==> src/rtl/sprite_pkg.sv <==
// Shared address map, per-channel register struct and colour helper for the
// sprite compositor.
package sprite_pkg;

    localparam logic [1:0] REG_X       = 2'd0;
    localparam logic [1:0] REG_Y       = 2'd1;
    localparam logic [1:0] REG_CTRL    = 2'd2;
    localparam logic [8:0] ADDR_STATUS = 9'h1FF;

    // frame is stored already masked to the configured frame-select width
    typedef struct packed {
        logic [10:0] x;
        logic [9:0]  y;
        logic        en;
        logic [7:0]  frame;
    } sprite_regs_t;

    function automatic logic [23:0] rgb565_to_888(input logic [15:0] c);
        return {c[15:11], 3'b000, c[10:5], 2'b00, c[4:0], 3'b000};
    endfunction

endpackage

==> src/rtl/sprite_channel.sv <==
// One sprite channel: active registers loaded at commit, hit compare,
// ROM address generation and the opaque flag aligned with the ROM data.
module sprite_channel
    import sprite_pkg::*;
#(
    parameter int          SPR_W     = 32,
    parameter int          SPR_H     = 32,
    parameter logic [15:0] KEY_COLOR = 16'hF81F,
    parameter int          AW        = 12
) (
    input  logic          clk,
    input  logic          rst,
    input  logic          i_commit,
    input  logic [10:0]   i_x,
    input  logic [9:0]    i_y,
    input  logic          i_en,
    input  logic [7:0]    i_frame,
    input  logic [10:0]   i_hcount,
    input  logic [9:0]    i_vcount,
    input  logic [15:0]   i_rom_data,
    output logic [AW-1:0] o_rom_addr,
    output logic          o_opaque
);

    logic [10:0]   r_x;
    logic [9:0]    r_y;
    logic          r_en;
    logic [7:0]    r_frame;
    logic          r_hit;
    logic          r_hit_d;
    logic [AW-1:0] r_rom_addr;

    logic [11:0]   w_h;
    logic [11:0]   w_v;
    logic [11:0]   w_x;
    logic [11:0]   w_y;
    logic          w_hit;
    logic [10:0]   w_dx;
    logic [9:0]    w_dy;
    logic [AW-1:0] w_addr;

    // 12-bit compare so x+SPR_W near the right edge clips instead of wrapping
    assign w_h   = {1'b0, i_hcount};
    assign w_v   = {2'b00, i_vcount};
    assign w_x   = {1'b0, r_x};
    assign w_y   = {2'b00, r_y};
    assign w_hit = r_en && (w_h >= w_x) && (w_h < w_x + 12'(SPR_W))
                        && (w_v >= w_y) && (w_v < w_y + 12'(SPR_H));

    assign w_dx   = i_hcount - r_x;
    assign w_dy   = i_vcount - r_y;
    assign w_addr = AW'(r_frame) * AW'(SPR_W * SPR_H) + AW'(w_dy) * AW'(SPR_W) + AW'(w_dx);

    always_ff @(posedge clk or posedge rst) begin
        if (rst) begin
            r_x        <= '0;
            r_y        <= '0;
            r_en       <= 1'b0;
            r_frame    <= '0;
            r_hit      <= 1'b0;
            r_hit_d    <= 1'b0;
            r_rom_addr <= '0;
        end else begin
            if (i_commit) begin
                r_x     <= i_x;
                r_y     <= i_y;
                r_en    <= i_en;
                r_frame <= i_frame;
            end
            r_hit   <= w_hit;
            r_hit_d <= r_hit;
            if (w_hit) begin
                r_rom_addr <= w_addr;
            end
        end
    end

    assign o_rom_addr = r_rom_addr;
    // r_hit_d lines up with the ROM word fetched from the address registered with r_hit
    assign o_opaque   = r_hit_d && (i_rom_data != KEY_COLOR);

endmodule

==> src/rtl/sprite_compositor.sv <==
// N-channel sprite compositor: Avalon-MM register file with frame commit,
// fixed-priority transparency mux. Define SPRITE_COLLISION_EN for the status register.
module sprite_compositor
    import sprite_pkg::*;
#(
    parameter int          N_SPRITES = 8,
    parameter int          SPR_W     = 32,
    parameter int          SPR_H     = 32,
    parameter int          FRAMES    = 4,
    parameter logic [15:0] KEY_COLOR = 16'hF81F,
    parameter logic [23:0] BG_COLOR  = 24'hFFFFFF,
    parameter int          HACTIVE   = 1280,
    parameter int          VACTIVE   = 480,
    localparam int         AW        = $clog2(FRAMES * SPR_W * SPR_H)
) (
    input  logic                    clk,
    input  logic                    reset,
    input  logic                    chipselect,
    input  logic                    write,
    input  logic                    read,
    input  logic [8:0]              address,
    input  logic [31:0]             writedata,
    output logic [31:0]             readdata,
    input  logic [10:0]             hcount,
    input  logic [9:0]              vcount,
    input  logic                    blank_n_in,
    output logic [N_SPRITES*AW-1:0] rom_addr,
    input  logic [N_SPRITES*16-1:0] rom_data,
    output logic [23:0]             rgb,
    output logic                    blank_n_out
);

    localparam int FW = (FRAMES > 1) ? $clog2(FRAMES) : 1;

    sprite_regs_t         r_shadow [N_SPRITES];
    logic [31:0]          r_readdata;
    logic                 r_blank_d1;
    logic                 r_blank_d2;
    logic [23:0]          r_rgb;
    logic                 r_blank_out;

    logic [6:0]           w_ch;
    logic [1:0]           w_reg;
    logic                 w_commit;
    logic [31:0]          w_rdata;
    logic [N_SPRITES-1:0] w_opaque;
    logic [23:0]          w_pix;
    logic                 w_unused;

    assign w_ch     = address[8:2];
    assign w_reg    = address[1:0];
    assign w_commit = (hcount == 11'd0) && (vcount == 10'(VACTIVE));
    assign w_unused = ^{writedata[31:11], 11'(HACTIVE)};

    // Shadow writes; a write in the commit cycle lands after the copy to active
    always_ff @(posedge clk or posedge reset) begin
        if (reset) begin
            for (int i = 0; i < N_SPRITES; i++) begin
                r_shadow[i] <= '0;
            end
        end else if (chipselect && write) begin
            for (int i = 0; i < N_SPRITES; i++) begin
                if (w_ch == 7'(i)) begin
                    case (w_reg)
                        REG_X:    r_shadow[i].x <= writedata[10:0];
                        REG_Y:    r_shadow[i].y <= writedata[9:0];
                        REG_CTRL: begin
                            r_shadow[i].en    <= writedata[0];
                            r_shadow[i].frame <= 8'(writedata[FW:1]);
                        end
                        default: ;
                    endcase
                end
            end
        end
    end

`ifdef SPRITE_COLLISION_EN
    logic [N_SPRITES-1:0] r_pending;
    logic [N_SPRITES-1:0] r_status;
    logic                 w_collide;

    assign w_collide = (w_opaque & (w_opaque - 1'b1)) != '0;

    always_ff @(posedge clk or posedge reset) begin
        if (reset) begin
            r_pending <= '0;
            r_status  <= '0;
        end else if (w_commit) begin
            r_status  <= r_pending;
            r_pending <= w_collide ? w_opaque : '0;
        end else if (w_collide) begin
            r_pending <= r_pending | w_opaque;
        end
    end
`endif

    always_comb begin
        w_rdata = '0;
        for (int i = 0; i < N_SPRITES; i++) begin
            if (w_ch == 7'(i)) begin
                case (w_reg)
                    REG_X:    w_rdata = 32'(r_shadow[i].x);
                    REG_Y:    w_rdata = 32'(r_shadow[i].y);
                    REG_CTRL: w_rdata = 32'({r_shadow[i].frame[FW-1:0], r_shadow[i].en});
                    default:  w_rdata = '0;
                endcase
            end
        end
`ifdef SPRITE_COLLISION_EN
        if (address == ADDR_STATUS) begin
            w_rdata = 32'(r_status);
        end
`endif
    end

    always_ff @(posedge clk or posedge reset) begin
        if (reset) begin
            r_readdata <= '0;
        end else if (chipselect && read) begin
            r_readdata <= w_rdata;
        end
    end

    genvar g;
    generate
        for (g = 0; g < N_SPRITES; g++) begin : g_chan
            sprite_channel #(
                .SPR_W     (SPR_W),
                .SPR_H     (SPR_H),
                .KEY_COLOR (KEY_COLOR),
                .AW        (AW)
            ) u_chan (
                .clk        (clk),
                .rst        (reset),
                .i_commit   (w_commit),
                .i_x        (r_shadow[g].x),
                .i_y        (r_shadow[g].y),
                .i_en       (r_shadow[g].en),
                .i_frame    (r_shadow[g].frame),
                .i_hcount   (hcount),
                .i_vcount   (vcount),
                .i_rom_data (rom_data[g*16 +: 16]),
                .o_rom_addr (rom_addr[g*AW +: AW]),
                .o_opaque   (w_opaque[g])
            );
        end
    endgenerate

    // Walk from lowest priority up so channel 0 overrides everything
    always_comb begin
        w_pix = BG_COLOR;
        for (int i = N_SPRITES - 1; i >= 0; i--) begin
            if (w_opaque[i]) begin
                w_pix = rgb565_to_888(rom_data[i*16 +: 16]);
            end
        end
    end

    always_ff @(posedge clk or posedge reset) begin
        if (reset) begin
            r_blank_d1  <= 1'b0;
            r_blank_d2  <= 1'b0;
            r_rgb       <= '0;
            r_blank_out <= 1'b0;
        end else begin
            r_blank_d1  <= blank_n_in;
            r_blank_d2  <= r_blank_d1;
            r_rgb       <= r_blank_d2 ? w_pix : 24'd0;
            r_blank_out <= r_blank_d2;
        end
    end

    assign readdata    = r_readdata;
    assign rgb         = r_rgb;
    assign blank_n_out = r_blank_out;

endmodule

==> config.mk <==
export PLATFORM = sky130hd
export DESIGN_NAME = sprite_compositor
export DESIGN_NICKNAME = d
export VERILOG_FILES = /design/src/rtl/sprite_pkg.sv /design/src/rtl/sprite_channel.sv /design/src/rtl/sprite_compositor.sv
export SDC_FILE = /design/constraint.sdc
export NUM_CORES = 2
export LEC_CHECK = 0
export BUFFER_PORTS_ARGS = -buffer_cell sky130_fd_sc_hd__clkbuf_2
export CAP_MARGIN = 15
export CORE_MARGIN = 2
export CORE_UTILIZATION = 45
export CTS_CLUSTER_DIAMETER = 100
export DETAILED_ROUTE_END_ITERATION = 6
export PLACE_DENSITY_LB_ADDON = 0.25
export SLEW_MARGIN = 20
export SYNTH_ARGS = -nofsm -noshare
export SYNTH_HDL_FRONTEND = slang
export SYNTH_SLANG_ARGS = --single-unit
==> constraint.sdc <==
create_clock -name clk -period 17.9 [get_ports clk]
set_clock_uncertainty 0.05 [all_clocks]
set_input_delay 1.79 -clock clk [delete_from_list [all_inputs] [get_ports clk]]
set_output_delay 1.79 -clock clk [all_outputs]
set_load 0.03 [all_outputs]
**After elaboration in Yosys (flattened, before gate mapping)**

Cells that the tools add are included.

- Input port bits: 196
- Flip-flop bits (word level): 555
- Word-level logic and storage cells: 286
- Output and inout bits: 153

- Magnitude comparators: 32
- Muxes and demuxes: 25
- Equality and inequality tests: 18
- Reduce and logical (&&, ||, !) cells: 70
- Add/subtract/negate cells: 48

Operator list:

| kind | count |
|---|---|
| one-hot mux 11 bit (3 select lines) | 8 |
| two-way mux 32 bit | 7 |
| two-way mux 24 bit | 9 |
| != test 16 bit, second input constant | 8 |
| adder 11 x 6 -> 12 bit, second input constant | 8 |
| adder 12 x 11 -> 12 bit | 8 |
| adder 12 bit | 8 |
| < comparator 11 x 12 -> 1 bit | 8 |
| adder 10 x 6 -> 11 bit, second input constant | 8 |
| greater-or-equal comparator 11 bit | 8 |
| < comparator 10 x 11 -> 1 bit | 8 |
| subtractor 11 bit | 8 |
| greater-or-equal comparator 10 bit | 8 |
| AND reduction 3 bit | 24 |
| subtractor 7 bit | 8 |
| logical AND 1 bit | 43 |
| equality test 7 x 3 -> 1 bit, second input constant | 4 |
| equality test 7 x 2 -> 1 bit, second input constant | 2 |
| logical NOT 11 bit | 1 |
| two-way mux 11 bit | 1 |
| equality test 10 x 9 -> 1 bit, second input constant | 1 |
| equality test 7 x 1 -> 1 bit, second input constant | 1 |
| logical NOT 7 bit | 1 |
| equality test 2 x 1 -> 1 bit, second input constant | 1 |
| other kinds (2) | 2 |

**Logic depth before layout (Yosys ltp)**

- Depth in word-level cells: 11
- Gate-level depth with buffers: 17
- Mapped depth without buffers: 17

**Modules after synthesis**

From an unflattened synthesis, not the netlist that was laid out.

- Cell total of the unflattened synthesis: 3505
- Area total of the unflattened synthesis: 35585.4 µm²

Modules (own cells, without submodules):

| module | area each (µm²) | cells an instance | seq. area each (µm²) | instances |
|---|---|---|---|---|
| sprite_compositor | 11523.6 | 965 | 5580.4 | 1 |
| sprite_channel (g_chan[2].u_chan ...) | 2966.6 | 313 | 950.9 | 3 |
| sprite_channel (g_chan[0].u_chan ...) | 3046.7 | 324 | 950.9 | 2 |
| sprite_channel (g_chan[5].u_chan) | 3065.4 | 323 | 950.9 | 1 |
| sprite_channel (g_chan[7].u_chan) | 3002.9 | 315 | 950.9 | 1 |
| sprite_channel (g_chan[6].u_chan) | 3000.4 | 315 | 950.9 | 1 |

**Worst setup path before layout**

No wires, ideal clock.

- Kind: input to register
- Start point: in hcount[0]
- End point: reg g_chan[4].u_chan.r_rom_addr[11]
- Setup slack: 12.594 ns
- Arrival: 5.131 ns
- Buffers on the path: 0
- Required time: 17.725 ns
- Cell stages on the path: 17
- Library setup time: 0.125 ns
- Path through: inv_1 > ha_1 > inv_1 > fa_1 > a211oi_1 > o21bai_1 > a21oi_1 > o21ai_0 > a21o_1 > a21oi_1 > xnor2_1 > fa_1 > ha_1 > a21oi_1 > xnor2_1 > xnor2_1 > mux2_2

- Cells in the longest elaborated chain, start to end: 5
- Elaborated cells between the ends (all ways): 8
- Classes of those cells: add/sub: 2; order compare: 2; reduce/logical: 4

Ends and longest elaborated chain:

| element | line | text |
|---|---|---|
| from (decl) | sprite_compositor.sv:24 | `input logic [10:0] hcount,` |
| branches (longest 5 deep; another with adder 12 x 11 -> 12 bit) | - |  |
| to (signal assigned) | sprite_channel.sv:73 | `r_rom_addr <= w_addr;` |
| to (decl) | sprite_channel.sv:31 | `logic [AW-1:0] r_rom_addr;` |

Parallel ways; which one is timed is not known.
A chain may end at the register's enable or synchronous reset.

**Worst setup path after layout**

Same ends and word-level chain as after synthesis.

==> flow_metrics.py <==
metrics = {
    "cells_and_area": {
        "nNetsFinal": 4265,
        "drive_above_1_share_pct": 20.4,
        "multi_input_area_um2": 19600,
        "regArea_um2": 13200,
        "syn2layout_area_growth_pct": 14.0,
        "nFillCells": 6972,
    },
    "power": {
        "cellPowerDensity_nw_per_um2": 76.0,
        "finalPower_mw": 2.98,
        "p_leak_nw": 19.8,
        "vdd_ir_drop_max_uv": 51.0,
    },
    "critical_path": {
        "critical_path_class": "in -> reg",
        "cp_max_fo": 5,
        "path_cells": "clkbuf_2 -> inv_1 -> buf_4 -> ha_1 -> inv_1 -> fa_1 -> a211oi_1 -> o21bai_1 -> a21oi_1 -> o21ai_0 -> a21o_1 -> a21oi_1 -> xnor2_1 -> fa_1 -> ha_1 -> a21oi_1 -> xnor2_1 -> xnor2_1 -> mux2_2",
        "rr_worst_depth": 16,
        "slowest_delay_ps": 470,
        "critPathLaunchType": "input port",
        "critical_path_depth": 19,
        "crit_buf_inv": 4,
        "crit_path_end_kind": "flop",
        "arrival_ps": 6010,
        "critPathTopFamily": "adder cells",
        "cpMaxStageDelayCell": "fa_1",
        "cp_data_required_time_ps": 18350,
    },
    "placement": {
        "gp_routability_congestion": 0.940,
        "io_buffers": 306,
        "dpl.hpwl_mm": 81.1,
        "dp_slack_ps": 11740,
    },
    "logic_synthesis": {
        "postSynthCellCount": 3397,
        "synth_seq_area_share_pct": 38.3,
        "ys_top_cells_by_count": "dfrtp_1 (527), ha_1 (352), mux2_2 (288), inv_1 (281), o21ai_0 (247)",
        "synth_edf_count": 0,
        "synthArstFlopShare_pct": 100,
        "synthFlopType": "dfrtp_1",
        "synth.avg_cell_area_um2": 10.1,
        "synth_area_um2": 34400,
        "synth_cell_types": 82,
        "yosysTopAreaCell": "dfrtp_1",
        "synth_warnings": 0,
        "synth_most_common_cell": "dfrtp_1",
        "yosysTopAreaCellShare_pct": 38.3,
        "yosys-top-cells-area": "dfrtp_1 (38%), ha_1 (13%), mux2_2 (9.4%)",
        "synth_seq_cells": 527,
    },
    "routing": {
        "num_vias": 27332,
        "routed_wl_mm": 112,
        "dr.pass1.iters": 7,
        "remaining_drc_errors": 1,
        "viasPerCell": 5.79,
        "ant_nets": 0,
        "drt_iter0_markers": 2224,
        "wire_per_inst_um": 23.6,
    },
    "global_routing": {
        "grt_max_degree": 181,
        "gr-total-overflow": 0,
        "grt_pass1_vias": 27166,
        "globalRouteTotalUtil_pct": 28.3,
        "grt_pass1_wl_mm": 167,
        "grt_antenna_before_repair": 17,
    },
    "clocking": {
        "clkLatencyLatePin_ps": 620,
        "clk_path_buf_depth": 3,
        "cts_setup_buffers": 0,
        "cts_resized": 0,
        "clock-sinks": 527,
        "cts_buffers": 66,
        "cts_tree": "yes",
        "holdBufCountCts": 0,
        "cts_root_buf": "clkbuf_16",
        "clk_pin_slew_ps": 60,
        "htreeDepth": 3,
    },
    "floorplan": {
        "core_area_um2": 75800,
        "die_height_um": 281,
        "fp-row-count": 101,
        "die-area_um2": 78800,
        "io_pins": 349,
        "die_w_um": 281,
        "floorplan.initialDensity_pct": 45.4,
    },
    "timing": {
        "setup_viol": 0,
        "drv_slew": 0,
        "fin_crit_ps": 5560,
        "fin_tns_setup_ps": 0,
        "hold_viol": 0,
        "finalCritPeriodShare_pct": 31.1,
        "fin_ws_ps": 12340,
        "max_freq_ghz": 0.180,
        "max_slew.worst_pin.slew_ps": 1080,
        "slew_headroom_pct": 27.9,
        "rsz0062_at_grt": "no",
    },
    "outcome": {
        "outcome": "finished with violations",
        "violations": "DRC",
    },
    "worst_hold_path": {
        "hold_path_class": "reg -> reg",
        "hold_depth": 0,
    },
    "run": {
        "maxCapViolCount": 0,
    },
}
[worst register-to-register path, cell delays in order (launching register included)]
cell and delay, ps:
dfrtp_1 350, ha_1 180, inv_1 60, fa_1 410
a211oi_1 230, o21bai_1 130, a21oi_1 210, o21ai_0 190
a21o_1 220, a21oi_1 170, xnor2_1 170, fa_1 470
ha_1 340, a21oi_1 170, xnor2_1 150, xnor2_1 90
mux2_2 260
[routing by layer]
| layer | global-route usage [%] | vias up | wire, um |
|---|---|---|---|
| met5 | 0 | - | 103 |
| met4 | 12.3 | 14 | 4350 |
| met3 | 6.29 | 204 | 8050 |
| met2 | 46.7 | 977 | 52900 |
| met1 | 35.6 | 13399 | 46200 |
| li1 | - | 12738 | - |
[power breakdown]
part	switching, mW	internal, mW	total [mW]
Combinational	0.225	0.132	0.357
Sequential	0.0118	1.20	1.21
Clock	0.551	0.860	1.41
[final cells by class]
type | count | area share, %
multi-input combinational | 2467 | 50.0
sequential | 527 | 33.6
clock buffer | 95 | 5.05
timing repair buffer | 342 | 4.66
tap | 978 | 3.12
inverter | 281 | 2.71
clock inverter | 24 | 0.790
antenna | 8 | 0.0510
[per-stage QoR]
step / cell area, um2 / hold slack [ps] / util (%) / std cells
finish: 39300 / 299 / 51.8 / 4722
global route: 39300 / 312 / 51.8 / 4721
CTS: 39200 / 300 / 51.8 / 4714
detailed placement: 36900 / 288 / 48.7 / 4595
global placement: 36900 / 283 / 48.7 / 4595
floorplan: 34500 / 281 / - / 3417
[cell usage in the layout, fill, tap and decap left out, drive strengths merged, types with 148 or more instances in the layout]
master / Yosys / routed
nor2: 148 / 148
inv: 281 / 285
a21oi: 162 / 162
ha: 352 / 352
xnor2: 160 / 160
o21ai: 254 / 254
mux2: 307 / 307
clkbuf: 88 / 400
nand2: 246 / 246
dfrtp: 527 / 527
[path summary, 6_finish.rpt]
check,startpoint,endpoint,slack [ps]
worst max-delay path,hcount[0],g_chan[4].u_chan.o_rom_addr[11],12340
worst min register to register,g_chan[2].u_chan.r_hit,g_chan[2].u_chan.r_hit_d,300
min in group asynchronous,reset,rgb[15],1210
worst max register to register,g_chan[4].u_chan.r_x[0],g_chan[4].u_chan.o_rom_addr[11],13950
worst min-delay path,g_chan[2].u_chan.r_hit,g_chan[2].u_chan.r_hit_d,300
max in group asynchronous,reset,g_chan[7].u_chan.o_rom_addr[11],14320
[flip-flops by register name, summed over array words and instances, names as in the netlist, 8 cells and up]
name                      flops
g_chan.u_chan.r_en            8
g_chan.u_chan.r_x            88
g_chan.u_chan.o_rom_addr     96
g_chan.u_chan.r_hit_d         8
g_chan.u_chan.r_hit           8
readdata                     11
r_shadow                    192
g_chan.u_chan.r_y            80
rgb                          17
g_chan.u_chan.r_frame        16
[kinds of logic after synthesis]
kind of cell	synth area share, %
AO/OA/AOI/OAI	14.7
adder cells (fa/ha/maj)	14.6
multiplexers	13.1
buffers and inverters	4.99
XOR/XNOR	4.88
flip-flops	38.3
other	0.0109
AND/OR/NAND/NOR	9.41
(Power assumes the default switching activity.)
